<file path="src/rtl/mem_port_arbiter_pkg.sv">
// Shared definitions for the memory port arbiter: load/store control encodings,
// arbiter FSM states and grant identifiers.
package mem_port_arbiter_pkg;

  localparam int DATA_W = 32;
  localparam int MASK_W = DATA_W / 8;

  // Encoding shared with the control unit's LdStCtrl field.
  typedef enum logic [2:0] {
    LDST_LB  = 3'b000,
    LDST_LH  = 3'b001,
    LDST_LW  = 3'b010,
    LDST_LBU = 3'b011,
    LDST_LHU = 3'b100,
    LDST_SB  = 3'b101,
    LDST_SH  = 3'b110,
    LDST_SW  = 3'b111
  } ldst_e;

  typedef enum logic [1:0] {
    ST_IDLE    = 2'b00,
    ST_IF_BUSY = 2'b01,
    ST_DM_BUSY = 2'b10,
    ST_DONE    = 2'b11
  } state_e;

  typedef enum logic {
    GRANT_IF = 1'b0,
    GRANT_DM = 1'b1
  } grant_e;

  function automatic logic is_store(input ldst_e op);
    return (op == LDST_SB) || (op == LDST_SH) || (op == LDST_SW);
  endfunction

  // Widen a selected byte or halfword lane to a full word.
  function automatic logic [DATA_W-1:0] extend_lane(input logic [15:0] lane,
                                                    input logic        half,
                                                    input logic        sgn);
    logic fill;
    fill = sgn & (half ? lane[15] : lane[7]);
    return half ? {{16{fill}}, lane} : {{24{fill}}, lane[7:0]};
  endfunction

endpackage

</file>
<file path="src/rtl/mem_lane_align.sv">
// Combinational big-endian lane logic: store byte mask and lane replication,
// load lane selection with sign/zero extension, and alignment checking.
module mem_lane_align
  import mem_port_arbiter_pkg::*;
(
  input  ldst_e              ldst,
  input  logic [1:0]         byte_off,
  input  logic [DATA_W-1:0]  wdata,
  input  logic [DATA_W-1:0]  rdata,
  output logic [MASK_W-1:0]  wmask,
  output logic [DATA_W-1:0]  lane_wdata,
  output logic [DATA_W-1:0]  load_data,
  output logic               misaligned,
  output logic               is_wr
);

  logic [7:0]  byte_sel;
  logic [15:0] half_sel;

  // Byte 0 lives in the most significant lane.
  always_comb begin
    byte_sel = rdata[31:24];
    case (byte_off)
      2'd0: byte_sel = rdata[31:24];
      2'd1: byte_sel = rdata[23:16];
      2'd2: byte_sel = rdata[15:8];
      2'd3: byte_sel = rdata[7:0];
      default: byte_sel = rdata[31:24];
    endcase
  end

  assign half_sel = byte_off[1] ? rdata[15:0] : rdata[31:16];
  assign is_wr    = is_store(ldst);

  always_comb begin
    // NOTE: every output is defaulted before the case so no branch can infer a latch.
    wmask      = '0;
    lane_wdata = '0;
    load_data  = '0;
    misaligned = 1'b0;
    case (ldst)
      LDST_LB:  load_data = extend_lane({8'h00, byte_sel}, 1'b0, 1'b1);
      LDST_LBU: load_data = extend_lane({8'h00, byte_sel}, 1'b0, 1'b0);
      LDST_LH: begin
        misaligned = byte_off[0];
        load_data  = extend_lane(half_sel, 1'b1, 1'b1);
      end
      LDST_LHU: begin
        misaligned = byte_off[0];
        load_data  = extend_lane(half_sel, 1'b1, 1'b0);
      end
      LDST_LW: begin
        misaligned = |byte_off;
        load_data  = rdata;
      end
      LDST_SB: begin
        wmask      = 4'b1000 >> byte_off;
        lane_wdata = {4{wdata[7:0]}};
      end
      LDST_SH: begin
        misaligned = byte_off[0];
        wmask      = byte_off[1] ? 4'b0011 : 4'b1100;
        lane_wdata = {2{wdata[15:0]}};
      end
      LDST_SW: begin
        misaligned = |byte_off;
        wmask      = 4'b1111;
        lane_wdata = wdata;
      end
      default: ;
    endcase
  end

endmodule

</file>
<file path="src/rtl/mem_port_arbiter.sv">
// Shares one single-ported memory between instruction fetch and data access,
// alternating grants under contention and stalling the pipeline while waiting.
module mem_port_arbiter
  import mem_port_arbiter_pkg::*;
#(
  parameter int ADDR_W = 32
) (
  input  logic              clk,
  input  logic              rst,
  input  logic              if_req,
  input  logic [ADDR_W-1:0] if_addr,
  output logic              if_ready,
  output logic [31:0]       if_rdata,
  input  logic              dm_req,
  input  logic [ADDR_W-1:0] dm_addr,
  input  logic [2:0]        dm_ldst,
  input  logic [31:0]       dm_wdata,
  output logic              dm_ready,
  output logic [31:0]       dm_rdata,
  output logic              dm_err,
  output logic              mem_req,
  output logic              mem_we,
  output logic [ADDR_W-1:0] mem_addr,
  output logic [3:0]        mem_wmask,
  output logic [31:0]       mem_wdata,
  input  logic              mem_ack,
  input  logic [31:0]       mem_rdata,
  output logic              stall
);

  state_e state_q, state_d;
  grant_e last_grant_q, cur_grant_q, grant_sel;
  logic   grant_valid;
  logic   err_q;
  logic   busy, done;

  logic [MASK_W-1:0] al_wmask;
  logic [DATA_W-1:0] al_wdata, al_load_data;
  logic              al_misaligned, al_is_wr;

  // Fetches are always word reads; the low fetch address bits carry no information.
  logic if_addr_unused;
  assign if_addr_unused = ^if_addr[1:0];

  // The data requester holds its inputs until dm_ready, so the live lane logic
  // serves both the grant-time store path and the ack-time load path.
  mem_lane_align u_align (
    .ldst       (ldst_e'(dm_ldst)),
    .byte_off   (dm_addr[1:0]),
    .wdata      (dm_wdata),
    .rdata      (mem_rdata),
    .wmask      (al_wmask),
    .lane_wdata (al_wdata),
    .load_data  (al_load_data),
    .misaligned (al_misaligned),
    .is_wr      (al_is_wr)
  );

  always_comb begin
    state_d     = state_q;
    grant_valid = 1'b0;
    grant_sel   = GRANT_IF;
    case (state_q)
      ST_IDLE: begin
        if (if_req || dm_req) begin
          grant_valid = 1'b1;
          if (if_req && dm_req)
            grant_sel = (last_grant_q == GRANT_IF) ? GRANT_DM : GRANT_IF;
          else
            grant_sel = dm_req ? GRANT_DM : GRANT_IF;
          if (grant_sel == GRANT_DM)
            state_d = al_misaligned ? ST_DONE : ST_DM_BUSY;
          else
            state_d = ST_IF_BUSY;
        end
      end
      ST_IF_BUSY, ST_DM_BUSY: begin
        if (mem_ack) state_d = ST_DONE;
      end
      ST_DONE: state_d = ST_IDLE;
      default: state_d = ST_IDLE;
    endcase
  end

  assign busy     = (state_q == ST_IF_BUSY) || (state_q == ST_DM_BUSY);
  assign done     = (state_q == ST_DONE);
  assign mem_req  = busy;
  assign if_ready = done && (cur_grant_q == GRANT_IF);
  assign dm_ready = done && (cur_grant_q == GRANT_DM);
  assign dm_err   = dm_ready && err_q;
  assign stall    = ~rst & ((if_req & ~if_ready) | (dm_req & ~dm_ready));

  always_ff @(posedge clk or posedge rst) begin
    if (rst) begin
      state_q      <= ST_IDLE;
      last_grant_q <= GRANT_IF;
      cur_grant_q  <= GRANT_IF;
      err_q        <= 1'b0;
      mem_we       <= 1'b0;
      mem_addr     <= '0;
      mem_wmask    <= '0;
      mem_wdata    <= '0;
      if_rdata     <= '0;
      dm_rdata     <= '0;
    end else begin
      // NOTE: sequential state uses non-blocking assignments so every flop samples pre-edge values.
      state_q <= state_d;

      if (grant_valid) begin
        cur_grant_q <= grant_sel;
        if (grant_sel == GRANT_IF) begin
          err_q     <= 1'b0;
          mem_we    <= 1'b0;
          mem_addr  <= {if_addr[ADDR_W-1:2], 2'b00};
          mem_wmask <= '0;
          mem_wdata <= '0;
        end else begin
          err_q     <= al_misaligned;
          mem_we    <= al_is_wr;
          mem_addr  <= {dm_addr[ADDR_W-1:2], 2'b00};
          mem_wmask <= al_wmask;
          mem_wdata <= al_wdata;
          if (al_misaligned) dm_rdata <= '0;
        end
      end

      if (busy && mem_ack) begin
        if (state_q == ST_IF_BUSY) if_rdata <= mem_rdata;
        else                       dm_rdata <= al_load_data;
      end

      if (done) last_grant_q <= cur_grant_q;
    end
  end

endmodule

</file>
<file path="config.mk">
export PLATFORM = sky130hd
export DESIGN_NAME = mem_port_arbiter
export DESIGN_NICKNAME = d
export VERILOG_FILES = /design/src/rtl/mem_port_arbiter_pkg.sv /design/src/rtl/mem_lane_align.sv /design/src/rtl/mem_port_arbiter.sv
export SDC_FILE = /design/constraint.sdc
export NUM_CORES = 1
export LEC_CHECK = 0
export CORE_MARGIN = 1.5
export CORE_UTILIZATION = 46
export DETAILED_ROUTE_END_ITERATION = 16
export PLACE_DENSITY = 0.95
export SLEW_MARGIN = 20
export SYNTH_ARGS = -nofsm -noshare
export SYNTH_HDL_FRONTEND = slang
export SYNTH_SLANG_ARGS = --single-unit
</file>
<file path="constraint.sdc">
create_clock -name clk -period 17.8 [get_ports clk]
set_input_delay 3.56 -clock clk [delete_from_list [all_inputs] [get_ports clk]]
set_output_delay 3.56 -clock clk [all_outputs]
set_load 0.01 [all_outputs]
</file>
Word level (Yosys, flattened, before mapping). Index checks and enable logic that the tools add are counted.

Bits in registers: 138. Word-level logic and storage cells: 83. Output and inout bits: 138.

Reductions and logical operators: 18. Eq/ne operators: 15. Bitwise gates (word level): 8. Shift-type cells: 1. Multiplexer cells: 31.

Operators by type and width (number): 2-to-1 mux 32 bit (7); case mux 32 bit (5 select lines) (1); case mux 32 bit (3 select lines) (1); case mux 8 bit (4 select lines) (1); 2-to-1 mux 16 bit (1); equality test 3 bit (second input constant) (4); 2-to-1 mux 1 bit (12); case mux 4 bit (3 select lines) (1); equality test 2 bit (second input constant) (4); 2-to-1 mux 4 bit (2); equality test 3 x 2 -> 1 bit (second input constant) (2); 2-to-1 mux 2 bit (3); case mux 2 bit (3 select lines) (1); OR reduction 2 bit (3); logical AND 1 bit (5); equality test 2 x 1 -> 1 bit (second input constant) (2); logical NOT 2 bit (2); logical OR 1 bit (4); != test 2 bit (second input constant) (2); NOT 1 bit (4); AND reduction 2 bit (2); right shift 4 x 2 -> 4 bit (first input constant) (1); bitwise AND 1 bit (3); equality test 3 x 1 -> 1 bit (second input constant) (1); 4 further kinds (4).

Logic depth before layout (Yosys ltp).
Word-level depth: 10. Mapped depth: 8. Depth with buffers taken out: 7.

Cells and area by module. Synthesis repeated with hierarchy kept, for this count alone.

Cells, all modules: 728. Area, all modules: 7304.5 um^2.

By module, submodules not included: mem_port_arbiter (seq. area each 3403.3 um^2, times used 1, cells an instance 465, area an instance 5606.6 um^2); mem_lane_align (seq. area each 0.0 um^2, times used 1, cells an instance 263, area an instance 1697.9 um^2).

Worst setup path before layout. Ideal clock, no wire load.

Kind: in2out. Start point: input port rst. End point: output port stall. Buffers on the path: 0. Data required time: 14240 ps. Data arrival time: 7047 ps. Stages on the path: 2. Setup slack: 7193 ps. Path through: inv_1 o221a_2.

Word-level cells in the longest chain between the ends: 2.

Ends and longest elaborated chain: from (decl) (RTL line mem_port_arbiter.sv:9) `input logic rst,`; NOT 1 bit (RTL line mem_port_arbiter.sv:91) `assign stall = ~rst & ((if_req & ~if_ready) | (dm_req & ~dm_ready));`; bitwise AND 1 bit (RTL line mem_port_arbiter.sv:91); to (decl) (RTL line mem_port_arbiter.sv:28) `output logic stall`.

Every way passes these cells.

Final worst setup path. Ends and elaborated chain as after synthesis.

==> results.json <==
{
  "min-delay-start": "mem_wdata[14]$_DFFE_PP0P_",
  "start_util_pct": 47.40,
  "fin_util_pct": 72.49,
  "row_count": 42,
  "drc": 0,
  "clockBufferDepth": 2,
  "slew_viol_final": 0,
  "antenna_found_initial": 0,
  "ys.flop_type": "dfrtp_1",
  "worstSetupPathType": "in -> out",
  "cts_hold_buf": 0,
  "first_pass_iters": 5,
  "ys_types": 49,
  "grt_use_total_pct": 28.78,
  "io_pins": 274,
  "required_ns": 14.24,
  "ys_seq_area_share_pct": 53.79,
  "num_vias": 5755,
  "place.gp.congestion": 0.8402,
  "finalHoldViolCount": 0,
  "critPathLaunchType": "primary input",
  "io_buffers": 269,
  "ir_worst_vdd_uv": 103.6,
  "synth_seq_cells": 136,
  "syn-cell-area_um2": 6327,
  "place_ws_ns": 8.920,
  "layout_commonest_cell": "clkdlybuf4s50_1",
  "finClkSkew_ns": 0.006692,
  "hold_class": "reg -> reg",
  "cp_max_fo": 62,
  "relSlewSlack_pct": 24.57,
  "dpl.hpwl_mm": 14.75,
  "post_cts_buffers": 0,
  "setup_violations": 0,
  "cts_buffers": 17,
  "die_h_um": 120.3,
  "fin_nets": 957,
  "cap_violations": 0,
  "final_cell_mix": "clkdlybuf4s50_1 (268), dfrtp_1 (136), nand2_1 (60), o21ai_0 (55), mux2_2 (36)",
  "critPathLaunch": "rst",
  "clockRootBuffer": "clkbuf_16",
  "fin_cells": 1006,
  "avgSynthCellArea_um2": 11.16,
  "worst_setup_path_end_kind": "primary output",
  "timing.rr.start": "state_q[0]$_DFFE_PP0P_",
  "n_fill_cell": 918,
  "grt_pass1_wl_mm": 31.84,
  "die-area_um2": 14470,
  "fin_tns_setup_ns": 0,
  "synth_enable_flop_cells": 0,
  "clkTransAtPathRegs_ns": 0.05,
  "first_iter_violations": 479,
  "wirelength_mm": 20.66,
  "fmax_ghz": 0.1130,
  "grt_max_degree": 78,
  "drtAntennaViolNets": 0,
  "grt_pass1_vias": 5755,
  "crit_slowest_cell": "clkdlybuf4s50_1",
  "p_total_uw": 1556,
  "num_antenna_cells": 0,
  "p_per_area_nw_per_um2": 160.9,
  "overflow": 0,
  "crit_top_cell": "clkdlybuf4s50_1",
  "period_share_pct": 49.71,
  "p_leak_uw": 0.004111,
  "worst_slack_ns": 8.952,
  "rsz0062_at_grt": "no",
  "ctsResizeCount": 0,
  "cts_tree": "done",
  "synthCells": 567,
  "max_slew.worst_pin.slew_ns": 1.121,
  "clock_latency_ns": 0.42,
  "placed_cells": 974,
  "die-width_um": 120.3,
  "critical_path_arrival_ns": 5.29,
  "drive_gt1_share_pct": 11.20,
  "post_drt_wl_per_cell_um": 20.53,
  "clock-sinks": 136,
  "h-tree-depth": 4,
  "areaGrowthSynthToFinish_pct": 52.92,
  "async_flop_share_pct": 100.0,
  "core_area_um2": 13350,
  "via_per_inst": 5.721,
  "crit_chain": "clkdlybuf4s50_1 -> inv_6 -> o221a_2 -> clkdlybuf4s50_1",
  "status": "completed",
  "ys_warn_count": 0,
  "period_minus_slack_ns": 8.848,
  "cpPeakStageDelay_ns": 0.52
}
==> sequential cells by signal, indices dropped and copies added (netlist names) <==
signal and count:
mem_addr 30, last_grant_q 1, state_q 2, mem_wdata 32, dm_rdata 32, cur_grant_q 1
err_q 1, if_rdata 32, mem_wmask 4, mem_we 1
==> path summary, 6_finish.rpt <==
| check | endpoint | slack [ns] | cells after the start |
|---|---|---|---|
| setup reg to reg | dm_rdata[21]$_DFF_PP0_ | 15.22 | 6 |
| max in group asynchronous | dm_rdata[7]$_DFF_PP0_ | 12.82 | 3 |
| setup / recovery | stall | 8.95 | 4 |
| hold reg to reg | mem_wdata[14]$_DFFE_PP0P_ | 0.48 | 2 |
| hold / removal | mem_wdata[14]$_DFFE_PP0P_ | 0.48 | 2 |
| min in group asynchronous | dm_rdata[31]$_DFF_PP0_ | 3.58 | 2 |
==> stage by stage <==
stage / cell area, um2 / hold slack, ns
finish: 9676 / 0.4774
floorplan: 6331 / 0.4653
global route: 9676 / 0.4924
detailed placement: 9092 / 0.4706
CTS: 9673 / 0.4817
global placement: 9092 / 0.4616
==> critical path: cells and delay by family <==
family | cells | cell delay [ns]
buffers and inverters | 3 | 1.41
AOI/OAI and AO/OA | 1 | 0.29
==> power breakdown <==
part	switching, uW	total, uW	internal (uW)	leakage [uW]
Clock	125	339	213	0.000285
Combinational	309	692	383	0.00207
Sequential	78.1	526	448	0.00176
==> synth_stat cells, types with 6 or more instances <==
library cell,count,area (um2)
a21oi_1,30,150.1
a221o_1,22,220.2
a221oi_1,7,61.31
a22o_1,28,245.2
a22oi_1,9,67.56
buf_1,6,22.52
buf_2,10,50.05
buf_4,6,45.04
clkbuf_1,24,90.09
dfrtp_1,136,3403
inv_1,8,30.03
mux2_2,36,405.4
mux2i_1,20,200.2
mux4_2,6,135.1
nand2_1,60,225.2
nor2_1,17,63.81
o21ai_0,55,275.3
o22ai_1,31,193.9
o2bb2ai_1,9,78.83
==> cells by family (layout without fill, tap and decap cells) <==
kind of cell,Yosys count,in the layout,share of synthesized area [%]
flops,136,136,53.79
other cells,1,2,0.05927
mux,62,62,11.71
fa+ha+maj,4,4,0.7910
xor+xnor,1,1,0.1384
buf+inv,57,319,4.172
compound gates,204,204,22.09
simple gates,102,102,7.257
==> metal layers <==
layer | vias up | track usage, % | part of all wire (%)
met1 | 2791 | 34.73 | 40
met5 | - | 0 | 0
met3 | 50 | 7.217 | 6.5
met4 | 0 | 11.84 | 3.3
met2 | 275 | 49.36 | 51
li1 | 2639 | - | -
==> final cells by class <==
class / instances / area [um2] / share of cell area [%]
well taps: 176 / 220.2 / 2.276
flip-flops and latches: 136 / 3403 / 35.17
clock inverters: 7 / 65.06 / 0.6724
repair buffers: 278 / 2755 / 28.48
inverters: 9 / 38.79 / 0.4009
clock buffers: 25 / 515.5 / 5.328
multi-input cells: 375 / 2678 / 27.67
Note: power is estimated with default switching activity, not from simulation.
